==> src/rtl/agc_io_uart_tx.sv <==
// agc_io_uart_tx: passive snooper of the Core IO write bus. Qualifying writes
// ({sel, data}) are queued in a small FIFO and sent as 3-byte UART packets:
//   B0 = {3'b101, sel}, B1 = {1'b0, data[14:8]}, B2 = data[7:0]
// Framing is 8N1. Defining AGC_UART_TX_PARITY_EN inserts an even-parity bit
// after data bit 7 of every byte, giving 11-bit frames.
module agc_io_uart_tx #(
  parameter int unsigned CLKS_PER_BIT = 434,
  parameter int unsigned FIFO_DEPTH   = 8,
  parameter logic [31:0] SEL_MASK     = 32'hFFFF_FFFF
) (
  input  logic                          clock,
  input  logic                          reset_n,
  input  logic                          io_write_en,
  input  logic [4:0]                    io_write_sel,
  input  logic [14:0]                   io_write_data,
  input  logic                          overflow_clr,
  output logic                          uart_tx,
  output logic                          tx_busy,
  output logic                          overflow,
  output logic [$clog2(FIFO_DEPTH):0]   fifo_count
);

  localparam int unsigned AW = $clog2(FIFO_DEPTH);
  localparam int unsigned CW = (CLKS_PER_BIT > 1) ? $clog2(CLKS_PER_BIT) : 1;
  localparam logic [CW-1:0] CNT_LAST    = CW'(CLKS_PER_BIT - 1);
  localparam logic [CW-1:0] CNT_PRELAST = CW'(CLKS_PER_BIT - 2);
  localparam logic [AW:0]   DEPTH_CNT   = (AW+1)'(FIFO_DEPTH);

`ifdef AGC_UART_TX_PARITY_EN
  typedef enum logic [2:0] {
    ST_IDLE   = 3'd0,
    ST_LOAD   = 3'd1,
    ST_START  = 3'd2,
    ST_DATA   = 3'd3,
    ST_STOP   = 3'd4,
    ST_PARITY = 3'd5
  } state_t;
`else
  typedef enum logic [2:0] {
    ST_IDLE   = 3'd0,
    ST_LOAD   = 3'd1,
    ST_START  = 3'd2,
    ST_DATA   = 3'd3,
    ST_STOP   = 3'd4
  } state_t;
`endif

  // Even parity: the bit that makes the total count of ones even.
  function automatic logic even_parity(input logic [7:0] b);
    return ^b;
  endfunction

  // Byte k of the packet built from a queued {sel, data} entry.
  function automatic logic [7:0] packet_byte(input logic [19:0] e, input logic [1:0] k);
    logic [7:0] b;
    case (k)
      2'd0:    b = {3'b101, e[19:15]};
      2'd1:    b = {1'b0, e[14:8]};
      default: b = e[7:0];
    endcase
    return b;
  endfunction

  // FIFO storage and bookkeeping
  logic [19:0]   r_mem [FIFO_DEPTH];
  logic [AW-1:0] r_wr_ptr;
  logic [AW-1:0] r_rd_ptr;
  logic [AW:0]   r_count;
  logic [AW:0]   w_count_d;
  logic          r_ovf;
  logic          w_push_req;
  logic          w_full;
  logic          w_empty;
  logic          w_push;
  logic          w_pop;
  logic          w_drop;

  // Serializer state
  state_t        r_state;
  state_t        w_state_d;
  logic [CW-1:0] r_clk_cnt;
  logic [CW-1:0] w_clk_cnt_d;
  logic [2:0]    r_bit_idx;
  logic [2:0]    w_bit_idx_d;
  logic [1:0]    r_byte_idx;
  logic [1:0]    w_byte_idx_d;
  logic [19:0]   r_entry;
  logic [19:0]   w_entry_d;
  logic [7:0]    w_cur_byte;
  logic          w_bit_done;
  logic          r_tx;
  logic          w_tx_d;
  logic          r_busy;

  assign w_bit_done = (r_clk_cnt == CNT_LAST);
  assign w_cur_byte = packet_byte(r_entry, r_byte_idx);

  // FIFO push/pop/drop qualification and next occupancy.
  always_comb begin
    w_push_req = io_write_en & SEL_MASK[io_write_sel];
    w_full     = (r_count == DEPTH_CNT);
    w_empty    = (r_count == '0);
    w_pop      = (r_state == ST_LOAD);
    w_push     = w_push_req & (~w_full | w_pop);
    w_drop     = w_push_req & w_full & ~w_pop;
    case ({w_push, w_pop})
      2'b10:   w_count_d = r_count + (AW+1)'(1);
      2'b01:   w_count_d = r_count - (AW+1)'(1);
      default: w_count_d = r_count;
    endcase
  end

  // FIFO pointers, occupancy and sticky overflow flag.
  always_ff @(posedge clock or negedge reset_n) begin
    if (!reset_n) begin
      r_wr_ptr <= '0;
      r_rd_ptr <= '0;
      r_count  <= '0;
      r_ovf    <= 1'b0;
    end else begin
      if (w_push) r_wr_ptr <= r_wr_ptr + AW'(1);
      if (w_pop)  r_rd_ptr <= r_rd_ptr + AW'(1);
      r_count <= w_count_d;
      if (w_drop)            r_ovf <= 1'b1;
      else if (overflow_clr) r_ovf <= 1'b0;
      else                   r_ovf <= r_ovf;
    end
  end

  // FIFO storage write; contents are meaningless unless counted.
  always_ff @(posedge clock) begin
    if (w_push) r_mem[r_wr_ptr] <= {io_write_sel, io_write_data};
  end

  // FSM state register.
  always_ff @(posedge clock or negedge reset_n) begin
    if (!reset_n) r_state <= ST_IDLE;
    else          r_state <= w_state_d;
  end

  // FSM next state; STOP of the last byte hands over to LOAD one cycle early
  // so that queued packets follow each other with no idle gap.
  always_comb begin
    w_state_d = r_state;
    case (r_state)
      ST_IDLE:  if (!w_empty) w_state_d = ST_LOAD; else w_state_d = ST_IDLE;
      ST_LOAD:  w_state_d = ST_START;
      ST_START: if (w_bit_done) w_state_d = ST_DATA; else w_state_d = ST_START;
      ST_DATA: begin
        if (w_bit_done && (r_bit_idx == 3'd7)) begin
`ifdef AGC_UART_TX_PARITY_EN
          w_state_d = ST_PARITY;
`else
          w_state_d = ST_STOP;
`endif
        end else begin
          w_state_d = ST_DATA;
        end
      end
`ifdef AGC_UART_TX_PARITY_EN
      ST_PARITY: if (w_bit_done) w_state_d = ST_STOP; else w_state_d = ST_PARITY;
`endif
      ST_STOP: begin
        if (r_byte_idx < 2'd2) begin
          if (w_bit_done) w_state_d = ST_START; else w_state_d = ST_STOP;
        end else if (!w_empty && (r_clk_cnt == CNT_PRELAST)) begin
          w_state_d = ST_LOAD;
        end else if (w_bit_done) begin
          if (w_empty) w_state_d = ST_IDLE; else w_state_d = ST_LOAD;
        end else begin
          w_state_d = ST_STOP;
        end
      end
      default: w_state_d = ST_IDLE;
    endcase
  end

  // FSM outputs: bit timing, byte/bit indices and the next line level.
  always_comb begin
    w_clk_cnt_d  = '0;
    w_bit_idx_d  = 3'd0;
    w_byte_idx_d = r_byte_idx;
    w_entry_d    = r_entry;
    w_tx_d       = 1'b1;
    if ((w_state_d != r_state) || (r_state == ST_IDLE) || (r_state == ST_LOAD)) begin
      w_clk_cnt_d = '0;
    end else begin
      w_clk_cnt_d = r_clk_cnt + CW'(1);
    end
    if (r_state == ST_DATA) begin
      if (w_bit_done) w_bit_idx_d = r_bit_idx + 3'd1;
      else            w_bit_idx_d = r_bit_idx;
    end else begin
      w_bit_idx_d = 3'd0;
    end
    if (r_state == ST_LOAD) begin
      w_byte_idx_d = 2'd0;
      w_entry_d    = r_mem[r_rd_ptr];
    end else if ((r_state == ST_STOP) && (w_state_d == ST_START)) begin
      w_byte_idx_d = r_byte_idx + 2'd1;
    end else begin
      w_byte_idx_d = r_byte_idx;
    end
    case (w_state_d)
      ST_START:  w_tx_d = 1'b0;
      ST_DATA:   w_tx_d = w_cur_byte[w_bit_idx_d];
`ifdef AGC_UART_TX_PARITY_EN
      ST_PARITY: w_tx_d = even_parity(w_cur_byte);
`endif
      default:   w_tx_d = 1'b1;
    endcase
  end

  // Serializer datapath registers and glitch-free line/busy flops.
  always_ff @(posedge clock or negedge reset_n) begin
    if (!reset_n) begin
      r_clk_cnt  <= '0;
      r_bit_idx  <= 3'd0;
      r_byte_idx <= 2'd0;
      r_entry    <= 20'd0;
      r_tx       <= 1'b1;
      r_busy     <= 1'b0;
    end else begin
      r_clk_cnt  <= w_clk_cnt_d;
      r_bit_idx  <= w_bit_idx_d;
      r_byte_idx <= w_byte_idx_d;
      r_entry    <= w_entry_d;
      r_tx       <= w_tx_d;
      r_busy     <= (w_state_d != ST_IDLE) || (w_count_d != '0);
    end
  end

  assign uart_tx    = r_tx;
  assign tx_busy    = r_busy;
  assign overflow   = r_ovf;
  assign fifo_count = r_count;

endmodule
==> config.mk <==
export PLATFORM = sky130hd
export DESIGN_NAME = agc_io_uart_tx
export DESIGN_NICKNAME = d
export VERILOG_FILES = /design/src/rtl/agc_io_uart_tx.sv
export SDC_FILE = /design/constraint.sdc
export NUM_CORES = 1
export LEC_CHECK = 0
export ABC_AREA = 0
export CAP_MARGIN = 40
export CORE_MARGIN = 5
export CORE_UTILIZATION = 50
export DETAILED_ROUTE_END_ITERATION = 8
export PLACE_DENSITY = 0.72
export SKIP_CTS_REPAIR_TIMING = 1
export SLEW_MARGIN = 15
export SYNTH_ARGS = -nofsm -noshare
export SYNTH_HDL_FRONTEND = slang
export SYNTH_SLANG_ARGS = --single-unit
==> constraint.sdc <==
create_clock -name clock -period 7 [get_ports clock]
set_clock_uncertainty 0.15 [all_clocks]
set_input_delay 1.05 -clock clock [delete_from_list [all_inputs] [get_ports clock]]
set_output_delay 1.05 -clock clock [all_outputs]
set_load 0.01 [all_outputs]
==> impl_metrics.csv, run 1 <==
group,metric,value,unit
run_status,outcome,"finished clean",
power_and_ir_drop,pwr-share-clk,37.8,%
timing,fmax,0.246,GHz
timing,relSlewSlack,57.8,%
global_route,grt_pass1_vias,4724,
final_layout,nets,579,
place,place_ws,3.03,ns
timing,fin_crit_sh,58.1,%
flow_run,maxCapViolations,0,
timing,tightestPinTransition,0.629,ns
critical_path,cp_max_fo,47,
final_layout,antenna_cells,0,
timing,min_period,4.07,ns
power_and_ir_drop,powerDensity,310,nW/um2
synthesis,synth.yosys.seq_area_share,71.0,%
routing,wl,15800,um
place,numPortBuffers,30,
synthesis,syn_area,8540,um2
critical_path,cp-start-kind,"flop",
routing,vias,4423,
routing,via_per_inst,5.67,
routing,drtAntennaViolNets,0,
cts,clk_latency,0.52,ns
timing,setup_ws,2.93,ns
critical_path,arrival,4.29,ns
floorplanning,start_util,51.3,%
critical_path,cp.required,7.22,ns
place,place_area,9180,um2
routing,drc,0,
final_layout,final_common_cell,"edfxtp_1",
synthesis,synth_flop_cell,"edfxtp_1",
power_and_ir_drop,ir_drop,0.267,mV
synthesis,synth.avg_cell_area,17.3,um2
global_route,globalRouteTotalUtil,16.5,%
synthesis,ys_warn_count,0,
floorplanning,fp-row-count,47,
global_route,gr-total-overflow,0,
power_and_ir_drop,p_leak,3.50,nW
timing,rsz0062_at_grt,"no",
synthesis,syn_inst,492,
cts,clock_tree.buffer_depth,3,
routing,dr.first_iter.drc_count,438,
timing,tns,0,ns
cts,cts-root-buf,"clkbuf_16",
synthesis,synth.area.top_cells,"edfxtp_1 (56%), dfrtp_1 (14%), mux4_2 (11%), mux2i_1 (2.5%), ha_1 (1.8%)",
synthesis,synth-edff-count,160,
global_route,grt_max_degree,51,
power_and_ir_drop,netSwitchingFraction,24.1,%
power_and_ir_drop,combPwrFrac,10.9,%
floorplanning,coreArea,16600,um2
synthesis,ys_ff_latch,210,
cts,cts_buffers,24,
floorplanning,ios,31,
cts,htreeDepth,1,
synthesis,yosys.area.top_type,"edfxtp_1",
critical_path,worstSetupPathType,"flop to flop",
power_and_ir_drop,power_switching,742,uW
place,dp_hpwl,9450,um
critical_path,worst_r2r_path_depth,14,
cts,cts.sinks,210,
routing,wl_per_cell,20.2,um
critical_path,cp-end-kind,"flop",
timing,setup-violations-final,0,
power_and_ir_drop,power.internal,2.33,mW
floorplanning,die_h,141,um
synthesis,async_flop_share,23.8,%
cts,cts_tree,"yes",
power_and_ir_drop,seqPwrFrac,51.3,%
floorplanning,die_w,141,um
hold_path,hp-class,"flop to flop",
cts,clk_pin_slew,0.06,ns
synthesis,yosysTopAreaCellShare,56.3,%
timing,maxSlewViolCount,0,
floorplanning,die_area,19800,um2
final_layout,final_cell_mix,"edfxtp_1 (160), dfrtp_1 (48), mux4_2 (40), nor2_1 (36), clkdlybuf4s50_1 (29)",
global_route,grt_pass1_wl,25700,um
routing,first_pass_iters,4,
timing,hold_slack,0.338,ns
final_layout,utilization,59.6,%
place,place_congestion,0.845,
final_layout,syn2layout_area_growth,16.3,%
timing,finalHoldViolCount,0,
global_route,grt_antenna_before_repair,0,
hold_path,hold_depth,1,
synthesis,yosys.cell_types.count,55,
synthesis,synth_nets,529,
final_layout,drive_gt1_share,20.4,%
final_layout,fin_area,9920,um2
-- cell type report --
type / count / area [um2]
Sequential cell: 210 / 6060
Timing Repair Buffer: 44 / 420
Tap cell: 220 / 275
Clock inverter: 15 / 116
Multi-Input combinational cell: 247 / 2370
Fill cell: 1200 / 6720
Clock buffer: 29 / 629
Inverter: 15 / 56.3
-- critical path: stages (launching register included) --
cell      delay (ns)
dfrtp_1         0.43
nor2b_1         0.18
and2_1          0.18
buf_4           0.26
nor4_1          0.41
nand2_1         0.18
nand2_1         0.31
ha_1            0.29
ha_1            0.26
a21o_2          0.21
a21oi_1         0.19
xnor2_1         0.18
a21o_1          0.18
nand4b_1        0.10
or4_4           0.41
-- sequential cells by signal (all words and copies together) (netlist names), 2 cells and up --
name and count:
r_clk_cnt 9, r_wr_ptr 3, r_rd_ptr 3, r_entry 20, r_bit_idx 3, r_mem 160, fifo_count 4, r_state 3
r_byte_idx 2
-- power groups by stage --
stage                     registers, mW  logic, mW  clock network [mW]
after detailed placement           1.60      0.341                   0
after global placement             1.59      0.327                   0
after CTS                          1.58      0.343                1.19
after global routing               1.59      0.364                1.24
final                              1.58      0.335                1.16
after floorplan                    1.59      0.182                   0
-- final timing paths --
kind	startpoint	end	slack [ns]
worst max-delay path	r_state[0]	tx_busy	2.93
worst min-delay path	overflow	overflow	0.34
worst max register to register	r_state[0]	tx_busy	2.93
worst min register to register	overflow	overflow	0.34
max in group asynchronous	reset_n	r_rd_ptr[0]	5.75
min in group asynchronous	reset_n	r_bit_idx[1]	0.50
-- per-stage QoR --
step	power, mW	std cells
after CTS	3.11	780
after global placement	1.91	735
after floorplan	1.77	492
final	3.07	780
after global routing	3.20	780
after detailed placement	1.94	736
-- cells by family after synthesis --
logic type,synth area share (%)
xor+xnor,1.73
buf+inv,1.69
compound gates,4.56
simple gates,5.66
flops,71.0
fa+ha+maj,1.99
mux,13.4
-- synth_stat cells, drive strengths merged, types with 3 or more instances --
cell / instances
edfxtp: 160
dfrtp: 49
mux4: 40
nor2: 40
a21oi: 29
mux2i: 21
inv: 15
nand2: 13
buf: 12
ha: 12
nand3: 9
o21ai: 9
clkbuf: 8
xnor2: 8
xor2: 8
a22o: 5
and2: 4
nor3: 4
a21o: 3
a31oi: 3
and3: 3
mux2: 3
nand2b: 3
nand4: 3
nor3b: 3
-- metal layers --
layer	share of wire [%]	vias to the layer above	global-route usage [%]
li1	-	2015	-
met1	42	2260	22.0
met2	50	107	27.8
met3	4.3	41	2.64
met4	3.3	0	5.76
met5	0	-	0
Power figures use the tool's default switching activity.
==> run 2: changes to the inputs <==
==> constraint.sdc (replaced) <==
create_clock -name clock -period 4.25 [get_ports clock]
set_clock_uncertainty 0.15 [all_clocks]
set_input_delay 0.6375 -clock clock [delete_from_list [all_inputs] [get_ports clock]]
set_output_delay 0.6375 -clock clock [all_outputs]
set_load 0.01 [all_outputs]
==> run 2 against run 1 <==
Cell area decreased by 0.45%. Critical endpoint unchanged. Largest cell class unchanged. Setup slack got worse by 2.3 ns. Count of clock-buffer cells in the layout unchanged. Clock power increased by 57%. Via count decreased by 0.70%.
==> impl_metrics.csv, run 2 (synthesis results as in run 1) <==
group,metric,value,unit
place,place_area,9190,um2
timing,tightestPinTransition,0.684,ns
hold_path,hp-class,"primary input to async pin",
flow_run,maxCapViolations,0,
routing,first_pass_iters,4,
routing,dr_wl_met2,7910,um
critical_path,endpoint,"tx_busy",
final_layout,nets,577,
routing,wl,15400,um
final_layout,utilization,59.4,%
place,place_congestion,0.884,
timing,setup-violations-final,0,
timing,maxSlewViolCount,0,
power_and_ir_drop,ir_drop,0.355,mV
routing,vias,4392,
final_layout,fin_area,9880,um2
global_route,grt_pass1_vias,4703,
timing,tns,0,ns
power_and_ir_drop,combPwrFrac,11.2,%
timing,relSlewSlack,54.1,%
critical_path,cp-start-kind,"flop",
cts,cts-root-buf,"clkbuf_16",
power_and_ir_drop,p_leak,3.47,nW
critical_path,arrival,3.85,ns
routing,wl_met1,6250,um
final_layout,largest_reg_flops,160,
place,dp_hpwl,9230,um
power_and_ir_drop,pwr-share-clk,36.7,%
global_route,grt_antenna_before_repair,0,
cts,htreeDepth,1,
final_layout,final_cell_mix,"edfxtp_1 (160), dfrtp_1 (48), mux4_2 (40), nor2_1 (36), clkdlybuf4s50_1 (29)",
place,numPortBuffers,30,
place,dp_cells,737,
critical_path,cp-end-kind,"flop",
final_layout,final_common_cell,"edfxtp_1",
timing,fmax,0.275,GHz
global_route,grt_max_degree,51,
power_and_ir_drop,power_switching,1.14,mW
power_and_ir_drop,power.internal,3.83,mW
critical_path,cp.required,4.47,ns
critical_path,r2r-end,"tx_busy",
cts,clock_tree.buffer_depth,3,
critical_path,worstSetupPathType,"flop to flop",
routing,via_per_inst,5.67,
routing,drc,0,
critical_path,rrSetupSlack,0.62,ns
power_and_ir_drop,netSwitchingFraction,22.9,%
timing,fin_crit_sh,85.5,%
global_route,globalRouteTotalUtil,16.4,%
floorplanning,die_h,141,um
timing,finalHoldViolCount,0,
floorplanning,die_area,19800,um2
cts,cts.sinks,210,
cts,clk_pin_slew,0.06,ns
global_route,gr-total-overflow,0,
floorplanning,start_util,51.3,%
final_layout,antenna_cells,0,
floorplanning,ios,31,
critical_path,worst_r2r_path_depth,13,
global_route,grt_pass1_wl,25400,um
critical_path,cp_max_fo,7,
routing,highest_layer,"met4",
critical_path,startpoint,"r_state[0]",
floorplanning,coreArea,16600,um2
power_and_ir_drop,powerDensity,503,nW/um2
timing,rsz0062_at_grt,"no",
timing,min_period,3.63,ns
final_layout,drive_gt1_share,19.3,%
floorplanning,die_w,141,um
final_layout,n_fill_cell,1233,
cts,cts_tree,"yes",
floorplanning,fp-row-count,47,
routing,wl_met3,887,um
run_status,outcome,"finished clean",
power_and_ir_drop,p_total,4.97,mW
routing,dr.first_iter.drc_count,330,
final_layout,reg.largest.list,"r_mem x160, r_entry x20, r_clk_cnt x9",
routing,wl_per_cell,19.9,um
cts,clk_latency,0.49,ns
critical_path,rr_startpoint,"r_state[0]",
final_layout,syn2layout_area_growth,15.7,%
final_layout,stdcell_count,775,
cts,cts_buffers,21,
routing,drtAntennaViolNets,0,
power_and_ir_drop,seqPwrFrac,52.1,%
final_layout,top_register,"r_mem",
[run 2: worst min path at each step]
stage,cells past startpoint,end,start,slack (ns)
after global routing,2,fifo_count[3],reset_n,0.16
after floorplan,0,fifo_count[0],reset_n,0.19
final,2,fifo_count[0],reset_n,0.10
after detailed placement,1,overflow,overflow,0.35
after global placement,1,overflow,overflow,0.34
after CTS,2,tx_busy,reset_n,0.11
[run 2: through the flow]
stage	hold WS [ns]	setup WS, ns
6_report	0.100	0.618
5_1_grt	0.165	0.413
4_1_cts	0.115	0.609
3_5_place_dp	0.352	0.636
3_3_place_gp	0.336	0.779
2_1_floorplan	0.192	0.644
[run 2: area by class of cell]
class / instances / area (um2) / share of cell area (%)
Clock inverter: 9 / 120 / 1.22
Multi-Input combinational cell: 247 / 2370 / 24.0
Timing Repair Buffer: 45 / 435 / 4.41
Clock buffer: 29 / 566 / 5.72
Sequential cell: 210 / 6060 / 61.3
Inverter: 15 / 56.3 / 0.570
Tap cell: 220 / 275 / 2.79
[run 2: metal layers]
layer | up-vias | global-route usage, %
met5 | - | 0
met4 | 0 | 4.44
met3 | 31 | 2.51
met2 | 105 | 28.7
met1 | 2238 | 21.5
li1 | 2018 | -
[run 2: critical path, cell delays in order, from the launching register on]
cell      delay, ns
dfrtp_1        0.43
nor2b_1        0.18
and2_1         0.19
nor4_1         0.26
nand2_1        0.14
nand2_1        0.30
ha_1           0.31
ha_1           0.26
a21o_2         0.21
a21oi_1        0.20
xnor2_1        0.19
a21o_1         0.17
nand4b_1       0.10
or4_4          0.42
[run 2: power groups by stage]
stage                     Sequential, mW  Clock [mW]  Combinational [mW]
final                               2.59        1.82               0.554
after detailed placement            2.63           0               0.564
after global routing                2.62        1.96               0.606
after floorplan                     2.61           0               0.299
after CTS                           2.59        1.87               0.567
after global placement              2.61           0               0.547
==> run 3: changes to the inputs <==
--- a/config.mk
+++ b/config.mk
@@ -10,7 +10,8 @@
 export CORE_MARGIN = 5
 export CORE_UTILIZATION = 50
 export DETAILED_ROUTE_END_ITERATION = 8
-export PLACE_DENSITY = 0.72
+export PLACE_DENSITY = 0.67
+export REMOVE_ABC_BUFFERS = 1
 export SKIP_CTS_REPAIR_TIMING = 1
 export SLEW_MARGIN = 15
 export SYNTH_ARGS = -nofsm -noshare
==> run 3 against run 2 <==
Critical endpoint unchanged. Non-clock buffer count unchanged. Largest power group unchanged. Worst hold slack improved by 0.26 ns. Power increased by 0.54%. Critical path depth unchanged. Sequential share of layout area increased by 0.086 points. Setup slack got worse by 0.022 ns. Largest cell class unchanged. Global-route usage increased by 0.28 points.
==> impl_metrics.csv, run 3 (synthesis results as in run 1) <==
group,metric,value,unit
floorplanning,die_area,19800,um2
floorplanning,coreArea,16600,um2
routing,wl,16000,um
cts,cts_buffers,22,
final_layout,top_register,"r_mem",
timing,min_period,3.65,ns
routing,wl_per_cell,20.6,um
routing,drc,0,
cts,clk_pin_slew,0.06,ns
final_layout,fin_area,9870,um2
final_layout,utilization,59.3,%
timing,relSlewSlack,53.3,%
critical_path,cp_num_buf_inv,0,
final_layout,nets,578,
floorplanning,ios,31,
critical_path,crit_path_max_incr_delay,0.43,ns
global_route,grt_pass1_vias,4724,
place,numPortBuffers,30,
timing,maxSlewViolCount,0,
routing,via_per_inst,5.73,
timing,setup_ws,0.596,ns
critical_path,cp-start-kind,"flop",
routing,first_pass_iters,4,
critical_path,crit_chain,"nor2b_1 > and2_1 > nor4_1 > nand2_1 > nand2_1 > ha_1 > ha_1 > a21o_2 > a21oi_1 > xnor2_1 > a21o_1 > nand4b_1 > or4_4",
flow_run,maxCapViolations,0,
timing,rsz0062_at_grt,"no",
global_route,globalRouteTotalUtil,16.7,%
final_layout,syn2layout_area_growth,15.6,%
timing,fmax,0.274,GHz
final_layout,antenna_cells,0,
place,place_congestion,0.819,
cts,cts.sinks,210,
global_route,gr-total-overflow,0,
critical_path,cp_top_family,"simple AND/OR/NAND/NOR gates",
critical_path,slowest_stage,"dfrtp_1",
final_layout,final_common_cell,"edfxtp_1",
timing,tightestPinTransition,0.696,ns
critical_path,worstSetupPathType,"flop to flop",
floorplanning,die_h,141,um
global_route,grt_pass1_wl,25900,um
routing,drtAntennaViolNets,0,
timing,setup-violations-final,0,
routing,dr.first_iter.drc_count,322,
run_status,outcome,"finished clean",
floorplanning,start_util,51.3,%
critical_path,cp.required,4.46,ns
place,dp_hpwl,9280,um
hold_path,hp-class,"flop to flop",
timing,finalHoldViolCount,0,
final_layout,reg.largest.list,"r_mem x160, r_entry x20, r_clk_cnt x9",
critical_path,arrival,3.86,ns
power_and_ir_drop,powerDensity,506,nW/um2
cts,cts_tree,"yes",
global_route,grt_antenna_before_repair,0,
timing,fin_crit_sh,86.0,%
routing,vias,4445,
critical_path,cp-end-kind,"flop",
place,place_area,9160,um2
power_and_ir_drop,p_total,4.99,mW
final_layout,drive_gt1_share,19.4,%
power_and_ir_drop,ir_drop,0.349,mV
timing,tns,0,ns
place,place_ws,0.644,ns
cts,clock_tree.buffer_depth,3,
cts,htreeDepth,1,
global_route,grt_max_degree,47,
power_and_ir_drop,p_leak,3.46,nW
critical_path,cp_max_fo,7,
cts,cts-root-buf,"clkbuf_16",
final_layout,largest_reg_flops,160,
floorplanning,die_w,141,um
cts,clk_latency,0.49,ns
final_layout,final_cell_mix,"edfxtp_1 (160), dfrtp_1 (48), mux4_2 (40), nor2_1 (36), clkdlybuf4s50_1 (29)",
floorplanning,fp-row-count,47,
[run 3: per-stage QoR]
stage               cells  hold slack (ns)
global route          776            0.398
global placement      736            0.342
floorplan             472            0.192
detailed placement    736            0.356
CTS                   775          -0.0299
finish                776            0.357
[run 3: path summary, 6_finish.rpt]
kind	start	endpoint	slack [ns]	depth (start not counted)
setup reg to reg	r_state[0]	tx_busy	0.60	13
max in group asynchronous	reset_n	r_rd_ptr[0]	2.69	3
setup / recovery	r_state[0]	tx_busy	0.60	13
hold / removal	overflow	overflow	0.36	1
min in group asynchronous	reset_n	r_state[0]	0.50	2
hold reg to reg	overflow	overflow	0.36	1
[run 3: where the power goes]
group          leakage, nW  switching [mW]  internal (mW)
logic                 1.07           0.325          0.228
registers             2.05           0.104           2.49
clock network        0.339           0.741           1.11
total                 3.46            1.17           3.82
[run 3: cell type report]
type	count	area (um2)
clock buffers	29	598
clock inverters	10	98.8
fillers	1239	6780
inverters	15	56.3
multi-input cells	247	2370
flip-flops and latches	210	6060
well taps	220	275
repair buffers	45	410
[run 3: routing by layer]
metal / GRT usage [%] / routed length, um / up-vias
li1: - / - / 2015
met1: 23.0 / 7000 / 2305
met2: 27.9 / 7900 / 93
met3: 2.40 / 660 / 32
met4: 5.00 / 386 / 0
met5: 0 / 0 / -
